**src/rtl/bram_port_arbiter.sv**
```systemverilog
// Round-robin merge of two client request streams onto a single block-RAM port.
// A tag FIFO records each grant so RAM responses go back to the issuing client in order.
module bram_port_arbiter #(
    parameter int Width     = 8,
    parameter int AddrWidth = 8,
    parameter int TagDepth  = 4,
    parameter int TagPtrW   = 2
) (
    input  logic                         clk,
    input  logic                         reset,
    input  logic [Width+AddrWidth:0]     c0_req,
    input  logic                         c0_req_valid,
    output logic                         c0_req_bp,
    output logic [Width-1:0]             c0_resp,
    output logic                         c0_resp_valid,
    input  logic                         c0_resp_bp,
    input  logic [Width+AddrWidth:0]     c1_req,
    input  logic                         c1_req_valid,
    output logic                         c1_req_bp,
    output logic [Width-1:0]             c1_resp,
    output logic                         c1_resp_valid,
    input  logic                         c1_resp_bp,
    output logic [Width+AddrWidth:0]     ram_req,
    output logic                         ram_req_valid,
    input  logic                         ram_req_bp,
    input  logic [Width-1:0]             ram_resp,
    input  logic                         ram_resp_valid,
    output logic                         ram_resp_bp,
    output logic                         protocol_err
);

    localparam logic [TagPtrW:0]   CountFull = (TagPtrW+1)'(TagDepth);
    localparam logic [TagPtrW:0]   CountOne  = (TagPtrW+1)'(1);
    localparam logic [TagPtrW-1:0] PtrOne    = TagPtrW'(1);

    logic                     last_grant;
    logic [TagPtrW-1:0]       wr_ptr;
    logic [TagPtrW-1:0]       rd_ptr;
    logic [TagPtrW:0]         count;
    logic                     tag_mem [TagDepth];

    logic                     fifo_empty;
    logic                     head_tag;
    logic                     pop;
    logic                     load_en;
    logic                     grant_valid;
    logic                     grant_id;
    logic [Width+AddrWidth:0] grant_req;

    assign c0_resp = ram_resp;
    assign c1_resp = ram_resp;

    // Pop may free the last tag slot, so a full FIFO can still accept a grant in the same cycle.
    always_comb begin
        fifo_empty    = (count == '0);
        head_tag      = tag_mem[rd_ptr];
        c0_resp_valid = ram_resp_valid & ~fifo_empty & ~head_tag;
        c1_resp_valid = ram_resp_valid & ~fifo_empty & head_tag;
        ram_resp_bp   = ~fifo_empty & (head_tag ? c1_resp_bp : c0_resp_bp);
        pop           = ram_resp_valid & ~ram_resp_bp & ~fifo_empty;
        load_en       = (~ram_req_valid | ~ram_req_bp) & ((count < CountFull) | pop);

        grant_valid = 1'b0;
        grant_id    = 1'b0;
        if (load_en) begin
            if (c0_req_valid && c1_req_valid) begin
                grant_valid = 1'b1;
                grant_id    = ~last_grant;
            end else if (c0_req_valid) begin
                grant_valid = 1'b1;
                grant_id    = 1'b0;
            end else if (c1_req_valid) begin
                grant_valid = 1'b1;
                grant_id    = 1'b1;
            end
        end
        grant_req = grant_id ? c1_req : c0_req;
        c0_req_bp = ~(grant_valid & ~grant_id);
        c1_req_bp = ~(grant_valid & grant_id);
    end

    always_ff @(posedge clk or posedge reset) begin
        if (reset) begin
            ram_req       <= '0;
            ram_req_valid <= 1'b0;
            last_grant    <= 1'b1;
        end else if (grant_valid) begin
            ram_req       <= grant_req;
            ram_req_valid <= 1'b1;
            last_grant    <= grant_id;
        end else if (ram_req_valid && !ram_req_bp) begin
            ram_req_valid <= 1'b0;
        end
    end

    always_ff @(posedge clk or posedge reset) begin
        if (reset) begin
            wr_ptr <= '0;
            rd_ptr <= '0;
            count  <= '0;
            for (int i = 0; i < TagDepth; i++) begin
                tag_mem[i] <= 1'b0;
            end
        end else begin
            if (grant_valid) begin
                tag_mem[wr_ptr] <= grant_id;
                wr_ptr          <= wr_ptr + PtrOne;
            end
            if (pop) begin
                rd_ptr <= rd_ptr + PtrOne;
            end
            case ({grant_valid, pop})
                2'b10:   count <= count + CountOne;
                2'b01:   count <= count - CountOne;
                default: count <= count;
            endcase
        end
    end

    // A response with nothing outstanding is swallowed and flagged until reset.
    always_ff @(posedge clk or posedge reset) begin
        if (reset) begin
            protocol_err <= 1'b0;
        end else if (ram_resp_valid && fifo_empty) begin
            protocol_err <= 1'b1;
        end
    end

endmodule

```
**config.mk**
```make
export PLATFORM = sky130hd
export DESIGN_NAME = bram_port_arbiter
export DESIGN_NICKNAME = d
export VERILOG_FILES = /design/src/rtl/bram_port_arbiter.sv
export SDC_FILE = /design/constraint.sdc
export NUM_CORES = 1
export LEC_CHECK = 0
export CORE_ASPECT_RATIO = 1.1
export CORE_MARGIN = 1.5
export CORE_UTILIZATION = 31
export CTS_BUF_LIST = sky130_fd_sc_hd__clkbuf_16
export CTS_CLUSTER_SIZE = 20
export DETAILED_ROUTE_END_ITERATION = 6
export SLEW_MARGIN = 20
export SYNTH_ARGS = -nofsm -noshare
export SYNTH_HDL_FRONTEND = slang
export SYNTH_SLANG_ARGS = --single-unit
```
**constraint.sdc**
```tcl
create_clock -name clk -period 3.65 [get_ports clk]
set_input_delay 0.73 -clock clk [delete_from_list [all_inputs] [get_ports clk]]
set_output_delay 0.73 -clock clk [all_outputs]
set_load 0.005 [all_outputs]
```
Word-level counts from Yosys, hierarchy flattened:

Cells that the tools add are included.

* $add $sub $neg: 4
* multipliers: 0
* divide/modulo/power cells: 0
* order comparisons: 4
* equality and inequality tests: 2
* shift operators: 0
* multiplexer cells: 18
* bitwise gates (word level): 22
* reductions and logical operators: 8

Operators with widths (count)
* 2-to-1 mux 17 bit: 1
* 2-to-1 mux 1 bit: 13
* bitwise AND 1 bit: 9
* NOT 1 bit: 9
* >= comparator 3 bit (second input constant): 2
* NOT 2 -> 3 bit: 2
* case mux 3 bit (2 select lines): 1
* adder 2 x 1 -> 2 bit (second input constant): 2
* bitwise mux 4 bit: 1
* logical AND 1 bit: 4
* nonzero test 2 bit: 2
* adder 3 x 1 -> 3 bit (second input constant): 1
* logical NOT 3 bit: 1
* < comparator 3 x 1 -> 1 bit (second input constant): 1
* < comparator 3 bit (second input constant): 1
* subtractor 3 x 1 -> 3 bit (second input constant): 1
* binary-select mux 1 bit (select 2 bit): 1
* demux 1 bit (select 2 bit): 1
* equality test 2 x 1 -> 1 bit (second input constant): 1
* equality test 2 bit (second input constant): 1
* bitwise OR 1 bit: 2
* logical NOT 1 bit: 1

* register bits: 31
* latch bits: 0
* memory bits (writable): 0
* bits in read-only memories: 0
* bits of input ports: 50
* output and inout port bits: 40
* logic and storage cells: 69
* memories: 0

Logic depth before layout (Yosys ltp):

Gate-level depths: netlist (run 1).

* depth after elaboration: 15
* mapped depth: 11
* mapped depth without buffers: 9

Least setup slack after synthesis (run 1):

Ideal clock, no wire load.

* path type: input -> register
* start: input ram_resp_valid
* end: register count[2]
* setup time: 0.080 ns
* arrival time: 2.686 ns
* data required time: 3.570 ns
* path slack: 0.884 ns
* cell stages on the path: 10
* buffers on the path: 1
* cell sequence: nor3b_1 > mux2_2 > o31ai_1 > buf_2 > ha_1 > inv_1 > fa_1 > xor2_1 > nor2_1 > xnor2_1

* word-level cells in the longest chain between the ends: 7

RTL lines
* from (decl): RTL line 27 `input logic ram_resp_valid,`
* bitwise AND 1 bit * (2 in a row): RTL line 60 `pop = ram_resp_valid & ~ram_resp_bp & ~fifo_empty;`
* bitwise OR 1 bit: RTL line 61 `load_en = (~ram_req_valid | ~ram_req_bp) & ((count < CountFull) | pop);`
* bitwise AND 1 bit: RTL line 61
* 2-to-1 mux 1 bit: RTL line 65 `if (load_en) begin`
* equality test 2 x 1 -> 1 bit or equality test 2 bit (tied branches): RTL line 112 `case ({grant_valid, pop})`
* case mux 3 bit (2 select lines) or nonzero test 2 bit (tied branches)
* to (signal assigned): RTL line 113 `2'b10: count <= count + CountOne;`
* to (signal assigned): RTL line 114 `2'b01: count <= count - CountOne;`
* to (signal assigned): RTL line 115 `default: count <= count;`
* to (decl): RTL line 39 `logic [TagPtrW:0] count;`

Every way passes the cells marked *; elsewhere a longest branch is shown, timed or not.
A chain may end at the register's enable or synchronous reset.

Worst setup path in the final report (run 1):

* start: input c1_resp_bp
* end: output c0_req_bp

* word-level cells in the longest chain between the ends: 11

RTL lines
* from (decl): RTL line 22 `input logic c1_resp_bp,`
* 2-to-1 mux 1 bit *: RTL line 59 `ram_resp_bp = ~fifo_empty & (head_tag ? c1_resp_bp : c0_resp_bp);`
* bitwise AND 1 bit *: RTL line 59
* NOT 1 bit *: RTL line 60
* bitwise AND 1 bit * (2 in a row): RTL line 60
* bitwise OR 1 bit *: RTL line 61
* bitwise AND 1 bit *: RTL line 61
* 2-to-1 mux 1 bit: RTL line 65
* NOT 1 bit: RTL line 78 `c0_req_bp = ~(grant_valid & ~grant_id);`
* bitwise AND 1 bit *: RTL line 78
* NOT 1 bit *: RTL line 78
* to (decl): RTL line 13 `output logic c0_req_bp,`

Marks and branches as above.

==> run summary, run 1 <==
CTS root buffer = clkbuf_16
Synth warnings = 0
worst clock skew = 0.005643 ns
worst-path cell chain = clkdlybuf4s50_1 -> nor3b_1 -> mux2_2 -> o31ai_4 -> or2_1 -> clkdlybuf4s50_1
GRT overflow = 0
Fin Setup TNS = 0 ns
IO Port Bufs = 65
clk slew on worst S/H paths = 0.05 ns
vias in the first global route = 1,561
Startpoint Class = input port
Syn Nets = 247
Clock Latency Late Sink = 0.27 ns
Setup-failing EPs final = 0
Core Rows = 29
Synth top area share = 0.3979
post-synthesis sequential area ratio = 0.4118
Final ANT Viol Nets = 0
Wirelength per Cell = 14.20 µm
slowest stage delay, CP = 0.53 ns
final WL = 4.574 mm
area grow syn2layout = 42.71%
DP Wirelength = 3.331 mm
slew margin rel. = 0.6707
leakage power = 0.001134 µW
DRC viols = 0
largest net degree at the start of global routing = 32
pwr/cell area = 779.7 nW/µm²
CTS Buf Count = 5
Die W = 77.39 µm
crit end category = output port
Ports = 90
Synth Area in Compound Gates = 0.2142
CTS tree = built
share of post-route cells with drive strength above 1 = 0.1020
initial DRC count = 83
Async S/R FF share, synth = 1.000
H-tree levels = 2
routed vias = 1,591
crit path time final = 3.286 ns
Clock Sinks = 31
clock share of power = 0.216
Worst EP arrival = 2.56 ns
hold_buf cts = 0
Post-Synth Adder-Cell Area = 0.04377
required time worst endpoint = 2.92 ns
# Post-CTS Setup Buffers = 0
nets@finish = 300
Most common cell on crit path = clkdlybuf4s50_1
DR pass1 iterations = 4
CP Max Fanout = 6
cells after synthesis = 191
sequential share of power = 0.309
post-cts gate resize count = 0
post-synthesis simple-gate area fraction = 0.1253
CP Buf/Inv Count = 2
power after layout = 2099 µW
worst-path cell with the longest stage delay = clkdlybuf4s50_1
Die ar. = 6564 µm²
Final Max Tran Viols = 0
Post-Syn Area = 1887 µm²
run status = complete, no violations
Post-synth EDFFs = 0
antenna diode count = 0
placed cells = 314
main combinational cell family by area after synthesis = compound AO/OA/AOI/OAI gates
RD Place Congestion = 0.7667
most common cell in the netlist = nand2_1
Synth top cells by count = nand2_1, dfrtp_1, a32o_1, o21ai_0, buf_4
Die Y = 84.83 µm
Filler Cell Count = 560
Int Power = 1408 µW
Max Buffers Root-to-Sink = 2
final worst-path cycle share = 0.9002
Fin. Hold Viols = 0
MaxCap Viol Count = 0
first-pass GRT wire length = 7.465 mm
Achievable Freq = 0.3044 GHz
non-filler cells, final = 322
area leader, netlist = dfrtp_1
GRT Overall Usage = 0.1456
critical path's top delay family = buffers and inverters
Initial Utilization = 0.3250
core area = 5806 µm²
post-synth cell types = 38
Comb power frac = 0.475
antenna violations before repair = 0
worst-margin pin slew = 0.4902 ns
Mapped Avg Cell Area = 9.879 µm²
hold crit path type = reg -> reg
Switching Share = 0.3294
DR vias/cell = 4.941
setup repair after global routing missed its margin = no
Synth Area in XOR/XNOR = 0.02785
post-synthesis mux area share = 0.05836
Primary FF master, synth = dfrtp_1
WS Path Type = in -> out
switching power = 691.6 µW
Synth area leaders = dfrtp_1, a32o_1, nand2_1, buf_4, o21ai_0
post-synthesis register bit count = 31
Worst VDD drop = 305.8 µV
[cell usage in the layout (no fill, tap or decap), drive strengths merged]
master	Yosys	layout
nand3	2	2
mux2i	5	5
a21boi	1	1
clkdlybuf4s50	0	65
clkbuf	7	5
xor2	2	2
nand3b	2	2
inv	9	9
or2	2	2
dfrtp	30	30
bufinv	0	1
nor2	2	2
a41o	1	1
nor3b	2	2
ha	5	5
xnor2	4	4
mux2	3	3
a21o	2	2
nand4	1	1
dfstp	1	1
and3	2	2
fa	1	1
mux4	1	1
clkinv	0	2
nand2	35	35
o31ai	1	1
and2	1	1
a32o	21	21
a22o	1	1
o41ai	1	1
nor3	3	3
o21ai	18	18
o311ai	4	4
buf	21	9
[path summary, 6_finish.rpt]
path	startpoint	end	slack [ns]	cells after the start
worst min register to register	protocol_err	protocol_err	0.45	1
max in group asynchronous	reset	last_grant	2.49	3
worst min-delay path	protocol_err	protocol_err	0.45	1
worst max register to register	rd_ptr[0]	count[2]	0.82	9
min in group asynchronous	reset	ram_req[1]	0.84	3
worst max-delay path	c1_resp_bp	c0_req_bp	0.36	6
[worst reg2reg max path, stage by stage, from the launching register on]
cell     delay, ns
dfrtp_1       0.48
mux4_2        0.61
mux2_4        0.36
nor3_2        0.26
ha_1          0.23
inv_1         0.06
fa_1          0.37
xor2_1        0.15
nor2_1        0.11
xnor2_1       0.13
[sequential cells by signal, summed over array words and instances (netlist names)]
| signal | flops |
|---|---|
| wr_ptr | 2 |
| ram_req_valid | 1 |
| protocol_err | 1 |
| count | 3 |
| last_grant | 1 |
| tag_mem | 4 |
| ram_req | 17 |
| rd_ptr | 2 |
[per-layer routing]
| layer | part of all wire | vias up | track usage |
|---|---|---|---|
| met5 | 0 | - | 0 |
| met4 | 0.020 | 0 | 0.06281 |
| met3 | 0.047 | 13 | 0.03871 |
| met2 | 0.47 | 39 | 0.2321 |
| met1 | 0.46 | 758 | 0.1865 |
| li1 | - | 781 | - |
[power by group through the flow]
stage	sequential, µW	combinational, µW	clock (µW)
floorplan	632	603	0
global placement	651	995	0
detailed placement	655	1000	0
CTS	650	1010	465
global route	669	1100	475
finish	649	998	453
[logic make-up after synthesis]
kind of cell	count (synthesis)
adders and majority gates	6
buffers and inverters	37
and+or+nand+nor	52
AOI/OAI and AO/OA	50
muxes	9
DFF	31
xor gates and xnor gates	6
[through the flow]
step	hold slack [ns]	instance area, µm²	worst slack, ns	utilization
2_1_floorplan	0.4510	1887	0.8842	-
3_3_place_gp	0.4472	2529	0.3647	0.4356
3_5_place_dp	0.4483	2529	0.3290	0.4356
4_1_cts	0.4591	2693	0.3498	0.4638
5_1_grt	0.4811	2693	0.2370	0.4638
6_report	0.4529	2693	0.3644	0.4638
[area by class of cell]
cell class	count	area, µm²	area share
Multi-Input combinational cell	123	903.4	0.3355
Sequential cell	31	777.0	0.2886
Timing Repair Buffer	74	718.2	0.2667
Clock buffer	5	125.1	0.04647
Tap cell	77	96.34	0.03578
Clock inverter	3	38.79	0.01441
Inverter	9	33.78	0.01255
Power figures use the tool's default switching activity.
==> run 2, diff against run 1 <==
- PLACE_DENSITY: unset -> 0.66
- clock period: 3.65 -> 2.8 ns (I/O delays scaled with it)
==> run 2 against run 1 <==
Against the previous run: via count increased by 2.3%; sequential power is 29% higher; die area unchanged; largest cell class unchanged; critical endpoint unchanged.
==> run summary, run 2 (synthesis gave the netlist of run 1 again) <==
Die Y = 84.83 µm (unchanged)
max reg flops = 17 (unchanged)
hold crit path type = reg -> reg
initial DRC count = 54 (-35%)
Clock Latency Late Sink = 0.27 ns (about the same)
RD Place Congestion = 0.7973 (+4.0%)
vias in the first global route = 1,672 (+7.1%)
Startpoint Class = input port
CP Max Fanout = 3 (-3)
DR vias/cell = 4.901 (-0.82%)
biggest regs = ram_req x17, tag_mem x4, count x3
crit end category = output port
finished layout cell area = 2744 µm² (+1.9%)
GRT Overall Usage = 0.1446 (-0.001043)
run status = complete, no violations
Setup-failing EPs final = 0 (unchanged)
Filler Cell Count = 584 (+4.3%)
share of post-route cells with drive strength above 1 = 0.1412 (+0.03914)
Final Max Tran Viols = 0 (unchanged)
DRC viols = 0 (unchanged)
MaxCap Viol Count = 0 (unchanged)
Die W = 77.39 µm (unchanged)
Core Rows = 29 (unchanged)
IO Port Bufs = 65 (unchanged)
commonest non-fill, non-tap cells in the layout = clkdlybuf4s50_1, nand2_1, dfrtp_1
DP Wirelength = 3.271 mm (-1.8%)
DP Worst Slack = -0.1244 ns (-0.4534 ns)
end-of-flow core utilization = 0.4726 (+0.008836)
CTS root buffer = clkbuf_16
antenna diode count = 0 (unchanged)
setup repair after global routing missed its margin = no
CTS Buf Count = 5 (unchanged)
dpl cell area = 2580 µm² (+2.0%)
R2R Setup Slk = 0.23 ns (-0.59 ns)
clk slew on worst S/H paths = 0.05 ns (about the same)
setup ws final = 0.09233 ns (-0.2720 ns)
Initial Utilization = 0.3250 (unchanged)
pwr/cell area = 990.1 nW/µm² (+27%)
WS Path Type = in -> out
final worst-path cycle share = 0.9670
cells on worst reg2reg path = 9 (unchanged)
final WL = 4.490 mm (-1.8%)
worst r2r src = rd_ptr[0]
HP Start = protocol_err
Wirelength per Cell = 13.52 µm (-4.8%)
Biggest register = ram_req
Worst EP arrival = 2.15 ns (-0.41 ns)
area grow syn2layout = 45.42%
routed vias = 1,627 (+2.3%)
Die ar. = 6564 µm² (unchanged)
Reg-to-Reg End = count[2]
Achievable Freq = 0.3693 GHz
crit path time final = 2.708 ns
CTS tree = built
Final ANT Viol Nets = 0 (unchanged)
GRT overflow = 0 (unchanged)
first-pass GRT wire length = 7.617 mm (+2.0%)
non-filler cells, final = 332 (+3.1%)
Worst VDD drop = 457.5 µV (+50%)
WHS Endpoint = protocol_err
slew margin rel. = 0.6643 (-0.006343)
DR pass1 iterations = 4 (unchanged)
Ports = 90 (unchanged)
most common cell after layout, fill and taps aside = clkdlybuf4s50_1
Max Buffers Root-to-Sink = 2 (unchanged)
required time worst endpoint = 2.24 ns (-0.68 ns)
placed cells = 322 (+2.5%)
largest net degree at the start of global routing = 28 (-13%)
nets@finish = 310 (+3.3%)
antenna violations before repair = 0 (unchanged)
leakage power = 0.001168 µW (+3.0%)
worst clock skew = 0.004826 ns (-0.0008170 ns)
area of the multi-input gates = 907.1 µm² (+0.42%)
worst-margin pin slew = 0.4997 ns (+0.009442 ns)
core area = 5806 µm² (unchanged)
Clock Sinks = 31 (unchanged)
H-tree levels = 2 (unchanged)
power after layout = 2717 µW (+29%)
Fin. Hold Viols = 0 (unchanged)
WHS Path Cells = 1 (unchanged)
Register Area = 778.2 µm² (+0.16%)
run 2: cell types whose count changed in the layout (fill, tap and decap cells not counted), sizes merged:
cell / change
buf: +10
inv: +1
clkdlybuf4s50: -2
bufinv: -1
dlygate4sd2: +2
run 2: stage by stage:
stage	TNS (ns)	hold slack, ns
after floorplan	0	0.4510
after global placement	-0.2728	0.4475
after detailed placement	-0.2346	0.4533
after CTS	0	0.4640
after global routing	0	0.4924
final	0	0.4580
run 2: power by group:
group	internal [µW]	total [µW]	switching (µW)
sequential	680	834	153
combinational	795	1380	584
clock	321	504	183
run 2: layer usage:
metal | global-route usage | up-vias | routed length (µm)
met4 | 0.03636 | 0 | 23
met3 | 0.05484 | 4 | 298
met2 | 0.2376 | 48 | 2171
met5 | 0 | - | 0
met1 | 0.1792 | 774 | 1997
li1 | - | 801 | -
run 2: final cells by class:
class                      count  share of cell area
multi-input combinational    123              0.3306
timing repair buffer          84              0.2882
sequential                    31              0.2836
clock buffer                   5             0.04560
tap                           77             0.03511
inverter                       9             0.01231
clock inverter                 3            0.004560
run 2: repair_timing:
action / 4_1_cts / 5_1_grt
hold buffers: 0 / 0
setup endpoints to repair: 2 / 1
gates resized for setup: 4 / 1
buffers inserted: 2 / 0
run 2: how the worst max path moves through the flow:
stage | from | to | slack (ns) | depth (start not counted)
finish | c0_resp_bp | c0_req_bp | 0.09 | 7
floorplan | rd_ptr[0] | count[2] | 0.17 | 11
global placement | ram_resp_valid | c0_req_bp | -0.16 | 6
CTS | c0_resp_bp | c0_req_bp | 0.07 | 7
global route | c0_resp_bp | c0_req_bp | 0.03 | 7
detailed placement | ram_resp_valid | c0_req_bp | -0.12 | 6
run 2: critical path, stage by stage:
cell             delay (ns)
clkdlybuf4s50_1        0.43
buf_4                  0.15
nand3b_1               0.16
mux2i_2                0.27
o31ai_4                0.09
or2_1                  0.22
dlygate4sd2_1          0.28
